==> config.mk <==
export PLATFORM = sky130hd
export DESIGN_NAME = itag_ctrl
export DESIGN_NICKNAME = d
export VERILOG_FILES = /design/src/rtl/itag_ctrl.sv
export SDC_FILE = /design/constraint.sdc
export NUM_CORES = 1
export LEC_CHECK = 0
export BUFFER_PORTS_ARGS = -buffer_cell sky130_fd_sc_hd__buf_2
export CAP_MARGIN = 20
export CORE_MARGIN = 2
export CORE_UTILIZATION = 40
export CTS_BUF_LIST = sky130_fd_sc_hd__clkbuf_4
export CTS_CLUSTER_SIZE = 40
export DETAILED_ROUTE_END_ITERATION = 10
export PLACE_DENSITY = 0.76
export SLEW_MARGIN = 20
export SYNTH_ARGS = -nofsm -noshare
export SYNTH_HDL_FRONTEND = slang
export SYNTH_SLANG_ARGS = --single-unit
==> constraint.sdc <==
create_clock -name nGCLK -period 1.4 [get_ports nGCLK]
set_input_delay 0.14 -clock nGCLK [delete_from_list [all_inputs] [get_ports nGCLK]]
set_output_delay 0.14 -clock nGCLK [all_outputs]
set_load 0.01 [all_outputs]
==> src/rtl/itag_ctrl.sv <==
`default_nettype none
// ============================================================================
//  Module   : itag_ctrl
//  Purpose  : I-cache tag controller. Drives the itag tag RAM (NL lines of
//             TS-bit entries) and consumes its read data. Runs an invalidate
//             sweep after reset and on inv_all, performs single fetch lookups
//             with tag compare, requests and waits for linefills, and writes
//             the new tag once a fill completes.
//  Ports    : nGCLK      - clock, rising edge
//             reset      - synchronous active-high reset
//             req/req_addr/req_rdy - fetch lookup handshake
//             hit/miss   - one-cycle lookup result pulses
//             fill_req/fill_addr/fill_ack/fill_done - linefill handshake
//             inv_all    - invalidate-all request pulse
//             busy       - high in every state except IDLE
//             tag_sel/tag_wdata/tag_we/tag_rdata - tag RAM port
//  Tag entry: [TS-1]=V, [TS-2]=D (always 0 here), [TS-3:0]=addr[31:PSL]
//  Revision : 1.0 - initial release
// ============================================================================
module itag_ctrl #(
    parameter int NL  = 128,
    parameter int LSS = 7,
    parameter int LSH = LSS + 4,
    parameter int PSL = LSH + 1,
    parameter int TS  = 2 + 32 - PSL
) (
    input  logic            nGCLK,
    input  logic            reset,
    input  logic            req,
    input  logic [31:0]     req_addr,
    output logic            req_rdy,
    output logic            hit,
    output logic            miss,
    output logic            fill_req,
    output logic [31:0]     fill_addr,
    input  logic            fill_ack,
    input  logic            fill_done,
    input  logic            inv_all,
    output logic            busy,
    output logic [LSS-1:0]  tag_sel,
    output logic [TS-1:0]   tag_wdata,
    output logic            tag_we,
    input  logic [TS-1:0]   tag_rdata
);

    localparam logic [2:0] c_S_INIT  = 3'd0;
    localparam logic [2:0] c_S_IDLE  = 3'd1;
    localparam logic [2:0] c_S_CMP   = 3'd2;
    localparam logic [2:0] c_S_FREQ  = 3'd3;
    localparam logic [2:0] c_S_FWAIT = 3'd4;
    localparam logic [2:0] c_S_UPD   = 3'd5;

    localparam logic [LSS-1:0] c_LAST_LINE = LSS'(NL - 1);

    logic [2:0]     state_q, state_d;
    logic [LSS-1:0] cnt_q, cnt_d;
    logic           inv_pend_q, inv_pend_d;
    // Only the line-aligned part of the fetch address is ever needed.
    logic [31:5]    addr_q, addr_d;

    logic           w_tag_hit;
    logic           w_unused;

    // The D bit takes no part in the compare; the byte offset is never used.
    assign w_unused  = ^{tag_rdata[TS-2], req_addr[4:0]};

    assign w_tag_hit = tag_rdata[TS-1] && (tag_rdata[TS-3:0] == addr_q[31:PSL]);

    always_comb begin
        state_d    = state_q;
        cnt_d      = cnt_q;
        inv_pend_d = inv_pend_q;
        addr_d     = addr_q;

        req_rdy    = 1'b0;
        hit        = 1'b0;
        miss       = 1'b0;
        fill_req   = 1'b0;
        fill_addr  = '0;
        busy       = 1'b1;
        tag_sel    = addr_q[LSH:5];
        tag_wdata  = '0;
        tag_we     = 1'b0;

        // An invalidate arriving mid-lookup is remembered and serviced once
        // the controller next returns to IDLE; during INIT it is redundant.
        if (inv_all && (state_q != c_S_INIT) && (state_q != c_S_IDLE)) begin
            inv_pend_d = 1'b1;
        end

        case (state_q)
            c_S_INIT: begin
                tag_sel = cnt_q;
                tag_we  = 1'b1;
                if (cnt_q == c_LAST_LINE) begin
                    cnt_d   = '0;
                    state_d = c_S_IDLE;
                end else begin
                    cnt_d = cnt_q + 1'b1;
                end
            end

            c_S_IDLE: begin
                busy    = 1'b0;
                // Read is issued speculatively so the data lands in CMP.
                tag_sel = req_addr[LSH:5];
                if (inv_all || inv_pend_q) begin
                    inv_pend_d = 1'b0;
                    cnt_d      = '0;
                    state_d    = c_S_INIT;
                end else begin
                    req_rdy = 1'b1;
                    if (req) begin
                        addr_d  = req_addr[31:5];
                        state_d = c_S_CMP;
                    end
                end
            end

            c_S_CMP: begin
                if (w_tag_hit) begin
                    hit     = 1'b1;
                    state_d = c_S_IDLE;
                end else begin
                    miss    = 1'b1;
                    state_d = c_S_FREQ;
                end
            end

            c_S_FREQ: begin
                fill_req  = 1'b1;
                fill_addr = {addr_q, 5'b0};
                // fill_done is not looked at here, so one coinciding with
                // the ack is dropped.
                if (fill_ack) begin
                    state_d = c_S_FWAIT;
                end
            end

            c_S_FWAIT: begin
                if (fill_done) begin
                    state_d = c_S_UPD;
                end
            end

            c_S_UPD: begin
                tag_we    = 1'b1;
                tag_wdata = {1'b1, 1'b0, addr_q[31:PSL]};
                state_d   = c_S_IDLE;
            end

            default: begin
                cnt_d   = '0;
                state_d = c_S_INIT;
            end
        endcase
    end

    always_ff @(posedge nGCLK) begin
        if (reset) begin
            state_q    <= c_S_INIT;
            cnt_q      <= '0;
            inv_pend_q <= 1'b0;
            addr_q     <= '0;
        end else begin
            state_q    <= state_d;
            cnt_q      <= cnt_d;
            inv_pend_q <= inv_pend_d;
            addr_q     <= addr_d;
        end
    end

endmodule
`default_nettype wire

==> flow_summary.toml <==
[hold_path]
worstHoldPathType = "in -> reg"
hold_end = "addr_q[31]$_SDFFE_PP0P_"
min-delay-start = "req_addr[31]"
hold_depth = 3

[sta]
clock_skew_ps = 14.1
rsz0062_at_grt = "yes"
period_share = 1.74
fmax_mhz = 411
fin_ws_ps = -1030
setup_tns_ps = -39850
maxSlewViolCount = 0
period_minus_slack_ps = 2430
relSlewSlack = 0.658
hold_viol = 0
setup_viol = 98
worst_pin_slew_ps = 510

[clock_network]
max-clock-path-buffers = 2
clk_pin_slew_worst_paths_ps = 130
numCtsBuffers = 5
cts_tree = "yes"
clk_latency_ps = 380
cts_sinks = 38
ctsRootBufferMaster = "clkbuf_4"
htreeDepth = 2

[worst_setup_path]
cp.required_ps = 1260
r2r-start = "addr_q[30]$_SDFFE_PP0P_"
rrSetupSlack_ps = -670
reg2reg_to = "state_q[1]$_SDFFE_PP0P_"
critPathLaunchType = "register"
crit_type = "reg -> out"
max_stage_delay_ps = 590
reg2reg_depth = 6
crit_arrival_ps = 2290
crit_chain = "xnor2_1, nand4_1, or4_4, o21bai_4, inv_2, buf_6"
critPathMaxFanout = 2
worstSetupEndpointType = "primary output"
crit_path_top_delay_cell = "or4_4"

[yosys]
syn_area_per_cell_um2 = 7.56
ys_warn_count = 0
ys_async_sr_fraction = 0
synth_area_um2 = 2290
ys_seq_elements = 38
synthDistinctLibCells = 42
ys_seq_area_frac = 0.332
synth_edf_count = 0
synth_ff_type = "dfxtp_1"
syn_inst = 303

[grt]
grt.total_usage = 0.378
grt_pass1_wl_mm = 17.8
grt_pass1_vias = 3294
antenna_found_initial = 0
grt_max_degree = 18
grt.overflow.total = 0

[drt]
drt-vias-per-instance = 6.04
drt_iter0_drc = 323
ant_nets = 0
wl_per_cell_um = 25.4
wirelength_mm = 14.3
vias = 3409
drc = 0
drt_pass1_iterations = 7

[finish]
final_cell_mix = "77 x buf_6, 61 x buf_2, 47 x and2_4"
final_nets = 554
layout-drive-gt1-share = 0.778
final_common_cell = "buf_6"
syn2layout_area_growth_pct = 116
fin_area_um2 = 4950
diodes = 0
layoutNonFillerInstCount = 564

[floorplanning]
floorplan.initialDensity = 0.416
rows = 27
core_area_um2 = 5510
die_w_um = 79.7
fp.dieArea_um2 = 6350
pin_count = 127
die_h_um = 79.7

[outcome]
status = "complete, but fails checks"
violations = "setup timing"

[placed_design]
placed_area_um2 = 3240
portBuffers = 114
dp_cells = 516
hpwl_mm = 5.46
gp_congestion = 0.821

[power]
power_leakage_nw = 2.26
p_clk_frac = 0.310
max-vdd-ir-drop_mv = 0.469
combPwrFrac = 0.148
p_int_mw = 1.42
power_frac_seq = 0.542
power_density_nw_per_um2 = 405
p_sw_mw = 0.590
netSwitchingFraction = 0.294

[job]
maxCapViolations = 0
==> power groups by stage <==
stage               Combinational, mW  Sequential, mW  Clock [mW]
floorplan                      0.0909            1.12           0
global placement                0.203            1.12           0
detailed placement              0.207            1.12           0
CTS                             0.228            1.09       0.596
global route                    0.313            1.09       0.654
finish                          0.296            1.09       0.622
==> cells in the mapped netlist (2+ instances only) <==
cell       n  area share
a21oi_1   37       0.081
a22oi_1    8       0.026
and2_1    47        0.13
and3_1     3      0.0082
buf_2      3      0.0066
buf_4      7       0.023
buf_6      2      0.0098
clkbuf_1   9       0.015
dfxtp_1   38        0.33
ha_1       3       0.016
inv_1      5      0.0082
nand2_1   60       0.098
nand2_2    2      0.0055
nand3_1    2      0.0044
nand4_1    6       0.016
nor2_1    21       0.034
nor3_1     3      0.0066
xnor2_1   17       0.065
xor2_1     7       0.027
==> metal layers <==
layer / GRT usage / up-vias / share of wire
li1: - / 1363 / -
met1: 0.394 / 1573 / 0.34
met2: 0.658 / 346 / 0.47
met3: 0.105 / 127 / 0.12
met4: 0.248 / 0 / 0.082
met5: 0 / - / 0
==> layout make-up <==
cell class | instances | area (um2)
Clock buffer | 6 | 45.0
Clock inverter | 2 | 8.76
Fill cell | 183 | 554
Inverter | 6 | 30.0
Multi-Input combinational cell | 242 | 2140
Sequential cell | 38 | 783
Tap cell | 72 | 90.1
Timing Repair Buffer | 198 | 1850
==> how the worst max path moves through the flow <==
stage                                       start               endpoint  slack (ps)  depth (start not counted)
after floorplan           state_q[2]$_SDFFE_PP0P_  cnt_q[3]$_SDFFE_PP0P_         -40                          7
after global placement    addr_q[13]$_SDFFE_PP0P_                   miss        -220                          6
after detailed placement  addr_q[25]$_SDFFE_PP0P_                   miss        -240                          6
after CTS                 addr_q[25]$_SDFFE_PP0P_                   miss        -600                          6
after global routing      addr_q[30]$_SDFFE_PP0P_                   miss       -1180                          6
final                     addr_q[30]$_SDFFE_PP0P_                   miss       -1030                          6
==> critical path, delay by kind of cell (launching register included) <==
family	cells	cell delay, ps
AND/OR/NAND/NOR	2	780
XOR/XNOR	1	440
flip-flops	1	350
AO/OA/AOI/OAI	1	180
buffers and inverters	2	180
==> sequential cells by signal (all words and copies together), names as in the netlist <==
register and flops:
addr_q 27, state_q 3, inv_pend_q 1, cnt_q 7
==> what timing repair did <==
item | in CTS | in global routing
resized for setup | 155 | 169
hold buffers | 2 | 1
setup buffers | 29 | 9
setup endpoints to repair | 98 | 98
cloned | 12 | 0
endpoints found under the hold margin | 2 | 1
pin swaps | 63 | 92
==> kinds of logic (layout without fill, tap and decap cells) <==
family                     Yosys count  in the layout  synth area share
and+or+nand+nor                    153            153             0.337
AOI/OAI and AO/OA                   55             55             0.151
DFF                                 38             38             0.332
buffers and inverters               28            212            0.0656
xor gates and xnor gates            24             24            0.0918
adders and majority gates            3              3            0.0164
other                                1              6           0.00164
muxes                                1              1           0.00437
==> stage by stage <==
stage	util	hold WS [ps]	setup slack, ps	power, mW
3_3_place_gp	0.589	381	-220	1.32
4_1_cts	0.811	1.99	-598	1.91
5_1_grt	0.899	-3.36	-1180	2.05
3_5_place_dp	0.589	389	-241	1.32
2_1_floorplan	-	268	-36.6	1.21
6_report	0.899	0.798	-1030	2.01
Power figures use the tool's default switching activity.
